$ cat src/rtl/btn_debounce.sv
// btn_debounce: debounces 3 buttons and 2 switches; emits press, release, auto-repeat and change pulses.
module btn_debounce #(
  parameter int DB_CYCLES     = 1000000,
  parameter int HOLD_CYCLES   = 50000000,
  parameter int REPEAT_CYCLES = 10000000
) (
  input  logic       clk,
  input  logic       rst_a,
  input  logic [3:1] buttons,
  input  logic [1:0] switches,
  output logic [3:1] btn_level,
  output logic [3:1] btn_press,
  output logic [3:1] btn_release,
  output logic [3:1] btn_repeat,
  output logic [1:0] sw_level,
  output logic [1:0] sw_change
);
  localparam int CW = $clog2(DB_CYCLES) + 1;
  localparam int HW = $clog2(HOLD_CYCLES) + 1;
  localparam logic [1:0] UP = 2'd0, DOWN = 2'd1, RPT = 2'd2;
  logic [4:0] raw, lvl_d, lvl_q;
  logic [2:0] prs_d, prs_q, rel_d, rel_q, rpt_d, rpt_q;
  logic [1:0] swc_d, swc_q;
  assign raw = {switches, buttons};
  for (genvar i = 0; i < 5; i++) begin : g_db
    logic [CW-1:0] cnt_q, cnt_d;
    logic          done;
    always_comb begin
      done  = raw[i] != lvl_q[i] && cnt_q == CW'(DB_CYCLES - 1);
      cnt_d = (raw[i] == lvl_q[i] || done) ? '0 : cnt_q + 1'b1;
    end
    assign lvl_d[i] = done ? raw[i] : lvl_q[i];
    always_ff @(posedge clk or posedge rst_a)
      if (rst_a) cnt_q <= '0;
      else cnt_q <= cnt_d;
  end
  always_comb begin
    prs_d = lvl_d[2:0] & ~lvl_q[2:0];
    rel_d = ~lvl_d[2:0] & lvl_q[2:0];
    swc_d = lvl_d[4:3] ^ lvl_q[4:3];
  end
  for (genvar b = 0; b < 3; b++) begin : g_fsm
    logic [1:0]    st_q, st_d;
    logic [HW-1:0] hc_q, hc_d, lim;
    logic          hit;
    always_comb begin
      lim  = (st_q == DOWN) ? HW'(HOLD_CYCLES - 1) : HW'(REPEAT_CYCLES - 1);
      hit  = st_q != UP && lvl_d[b] && hc_q == lim;
      st_d = (st_q == UP) ? (prs_d[b] ? DOWN : UP) : (!lvl_d[b] ? UP : (hit ? RPT : st_q));
      hc_d = (st_q == UP || !lvl_d[b] || hit) ? '0 : hc_q + 1'b1;
    end
    assign rpt_d[b] = hit;
    always_ff @(posedge clk or posedge rst_a)
      if (rst_a) begin
        st_q <= UP;
        hc_q <= '0;
      end else begin
        st_q <= st_d;
        hc_q <= hc_d;
      end
  end
  always_ff @(posedge clk or posedge rst_a)
    if (rst_a) {lvl_q, prs_q, rel_q, rpt_q, swc_q} <= '0;
    else {lvl_q, prs_q, rel_q, rpt_q, swc_q} <= {lvl_d, prs_d, rel_d, rpt_d, swc_d};
  assign btn_level   = lvl_q[2:0];
  assign btn_press   = prs_q;
  assign btn_release = rel_q;
  assign btn_repeat  = rpt_q;
  assign sw_level    = lvl_q[4:3];
  assign sw_change   = swc_q;
endmodule
$ cat config.mk
export PLATFORM = sky130hd
export DESIGN_NAME = btn_debounce
export DESIGN_NICKNAME = d
export VERILOG_FILES = /design/src/rtl/btn_debounce.sv
export SDC_FILE = /design/constraint.sdc
export NUM_CORES = 1
export LEC_CHECK = 0
export ABC_AREA = 1
export BUFFER_PORTS_ARGS = -buffer_cell sky130_fd_sc_hd__buf_2
export CORE_ASPECT_RATIO = 1.1
export CORE_MARGIN = 1
export CORE_UTILIZATION = 60
export CTS_BUF_LIST = sky130_fd_sc_hd__clkbuf_2
export DETAILED_ROUTE_END_ITERATION = 6
export GPL_TIMING_DRIVEN = 0
export PLACE_DENSITY = 0.81
export REMOVE_ABC_BUFFERS = 1
export SLEW_MARGIN = 10
export SYNTH_ARGS = -nofsm -noshare
export SYNTH_HDL_FRONTEND = slang
export SYNTH_SLANG_ARGS = --single-unit
$ cat constraint.sdc
create_clock -name clk -period 9.1 [get_ports clk]
set_input_delay 2.275 -clock clk [delete_from_list [all_inputs] [get_ports clk]]
set_output_delay 2.275 -clock clk [all_outputs]
set_load 0.05 [all_outputs]
==> flow_summary.toml <==
[status]
outcome = "completed"

[logic_synthesis]
yosysSeqAreaShare = 0.4566
syn_inst = 1494
syn_area_sq_um = 11400
synthDistinctLibCells = 36
synth.avg_cell_area_sq_um = 7.630
ys_seq_elements = 208
ys.warnings.count = 0

[routing]
ant_nets = 0
vias = 9682
wirelength_microns = 23180
post_drt_wl_per_cell_microns = 12.63
drc_errors = 0
first_pass_iters = 5
viasPerCell = 5.276
dr.first_iter.drc_count = 528

[power_and_ir_drop]
powerDensity_nw_per_um2 = 127.6
leakage_uw = 0.005223
power_uw = 1551
max-vdd-ir-drop_mv = 0.07084

[setup_path]
crit_start = "lvl_q[0]$_DFF_PP0_"
critPathKind = "reg2out"
slowest_stage = "dfrtp_1"
max_stage_delay_ps = 470
reg2reg_depth = 6
path_cells = "buf_2"
r2r_start = "g_db[3].cnt_q[0]$_DFF_PP0_"
cp_num_buf_inv = 1
start_kind = "flop"
cp_max_fo = 5
critPathRequiredTime_ps = 6830
r2r_end = "g_db[3].cnt_q[18]$_DFF_PP0_"
crit_family = "flip-flops"
r2r_setup_slack_ps = 6880
end_kind = "primary output"
critPathArrivalTime_ps = 1580

[finish]
final_util = 0.6579
fin_cells = 1835
final_nets = 1571
area_delta_synth_final_pct = 6.641
layout_common_cells = "nor2_1 (344), nand2_1 (301), dfrtp_1 (208)"
fill_cells = 1644
final_common_cell = "nor2_1"
drive_above_1_share = 0.08485

[hold_path]
hold_path_end = "g_db[1].cnt_q[0]$_DFF_PP0_"
hold_path.startpoint = "g_db[1].cnt_q[0]$_DFF_PP0_"
hp-class = "reg2reg"
worst_hold_path.num_cells = 1

[global_route]
grt_antenna_before_repair = 1
grt_overflow = 0
grt_pass1_vias = 9410
grt_pass1_wl_microns = 41060
grt_max_degree = 116
track_usage = 0.2507

[sta]
skew_ps = 53.15
slew_violations = 0
min_period_ps = 3854
tightestPinTransition_ps = 776.5
max_freq_ghz = 0.2595
fin_crit_sh = 0.4235
slew_headroom = 0.4823
fin_tns_setup_ps = 0
hold_violations = 0
setup_violations = 0
rsz0062_at_grt = "false"

[floorplan]
coreArea_sq_um = 18480
rows = 52
io_pins = 23
die_area_sq_um = 19560
fp.dieW_microns = 133.4
start_util = 0.6169
die_h_microns = 146.6

[cts]
cts-htree-levels = 2
cts.clk_slew.worst_paths_ps = 90
clk_latency_ps = 810
cts_tree = "done"
cts_hold_buf = 0
cts_inserted_buffers = 52
cts_buffer_depth = 3
post-cts-setup-buffers = 0
cts.sinks = 208
cts_root_buf = "clkbuf_2"
post_cts_resized = 0

[placement]
gp_congestion = 0.9261
port_buffers = 22
dp.cells = 1745
dp.final_hpwl_microns = 16680

[job]
cap_violations = 0
[power breakdown]
| part | internal, uW | leakage (uW) | switching [uW] |
|---|---|---|---|
| clock | 210 | 0.000331 | 365 |
| combinational | 9.27 | 0.00202 | 31.9 |
| sequential | 929 | 0.00287 | 5.96 |
| total | 1150 | 0.00522 | 403 |
[area by class of cell]
type / count / area, sq um / share of cell area
Antenna cell: 1 / 2.502 / 0.0002058
Clock buffer: 70 / 350.3 / 0.02882
Clock inverter: 19 / 77.57 / 0.006381
Inverter: 175 / 664.4 / 0.05465
Multi-Input combinational cell: 1096 / 5415 / 0.4454
Sequential cell: 208 / 5205 / 0.4282
Tap cell: 243 / 304.0 / 0.02501
Timing Repair Buffer: 23 / 137.6 / 0.01132
[cells in the mapped netlist]
master,instances,share of area
nand4_1,52,0.029
nand3b_1,2,0.0013
inv_2,4,0.0013
o21a_1,5,0.0033
buf_2,5,0.0022
nor4_1,3,0.0016
and2_1,2,0.0011
nor3_1,78,0.034
dfrtp_1,208,0.46
ha_1,8,0.0088
nand3_2,3,0.0026
or2_2,2,0.0011
a31oi_1,1,0.00055
a21o_1,1,0.00066
o21ai_0,17,0.0075
o22ai_1,1,0.00055
nor2_1,344,0.11
nand3_4,2,0.0031
nor3_2,2,0.0018
xor2_1,71,0.055
nor2_4,4,0.0040
and3_1,2,0.0011
o21bai_1,2,0.0013
a21oi_1,28,0.012
nor2_2,9,0.0049
nand2_1,301,0.099
a211oi_1,2,0.0013
inv_1,171,0.056
buf_4,4,0.0026
buf_6,6,0.0059
nand3_1,89,0.039
xnor2_1,33,0.025
nand2_2,7,0.0038
nand4_2,4,0.0044
nor3b_1,17,0.011
o211ai_1,4,0.0026
[how the worst max path moves through the flow]
stage                                  endpoint  slack (ps)  cells past startpoint
floorplan                btn_press[1]$_DFF_PP0_        1140                      1
global placement     g_db[4].cnt_q[3]$_DFF_PP0_        -960                      2
detailed placement  g_db[1].cnt_q[14]$_DFF_PP0_        5510                      7
CTS                                btn_level[1]        5180                      1
global route                       btn_level[1]        5130                      1
finish                             btn_level[1]        5250                      1
[routing by layer]
metal	vias up	share of wire	routed length, microns	track usage
li1	4922	-	-	-
met1	4520	0.45	10530	0.3247
met2	194	0.49	11260	0.4188
met3	46	0.036	836	0.04444
met4	0	0.024	564	0.09545
met5	-	0	0	0
[per-stage QoR]
stage          worst slack, ps  instance area [sq um]  hold slack [ps]
2_1_floorplan             1144                  11280            433.1
3_3_place_gp            -955.2                  11690            446.6
3_5_place_dp              5509                  11730            460.6
4_1_cts                   5176                  12150            483.9
5_1_grt                   5126                  12160            520.1
6_report                  5246                  12160            483.9
[flip-flops by register name (all words and copies together), names as in the netlist]
signal,cells
btn_repeat,3
g_fsm.st_q,6
btn_press,3
btn_release,3
lvl_q,5
g_db.cnt_q,105
g_fsm.hc_q,81
sw_change,2
[cell families (layout without fill, tap and decap cells)]
| family | Yosys count | after routing | synth area share |
|---|---|---|---|
| fa+ha+maj | 8 | 8 | 0.008781 |
| compound gates | 61 | 61 | 0.03007 |
| xor+xnor | 104 | 104 | 0.07990 |
| flops | 208 | 208 | 0.4566 |
| other cells | 0 | 1 | 0 |
| buf+inv | 190 | 287 | 0.06838 |
| simple gates | 923 | 923 | 0.3563 |
Power figures use the tool's default switching activity.
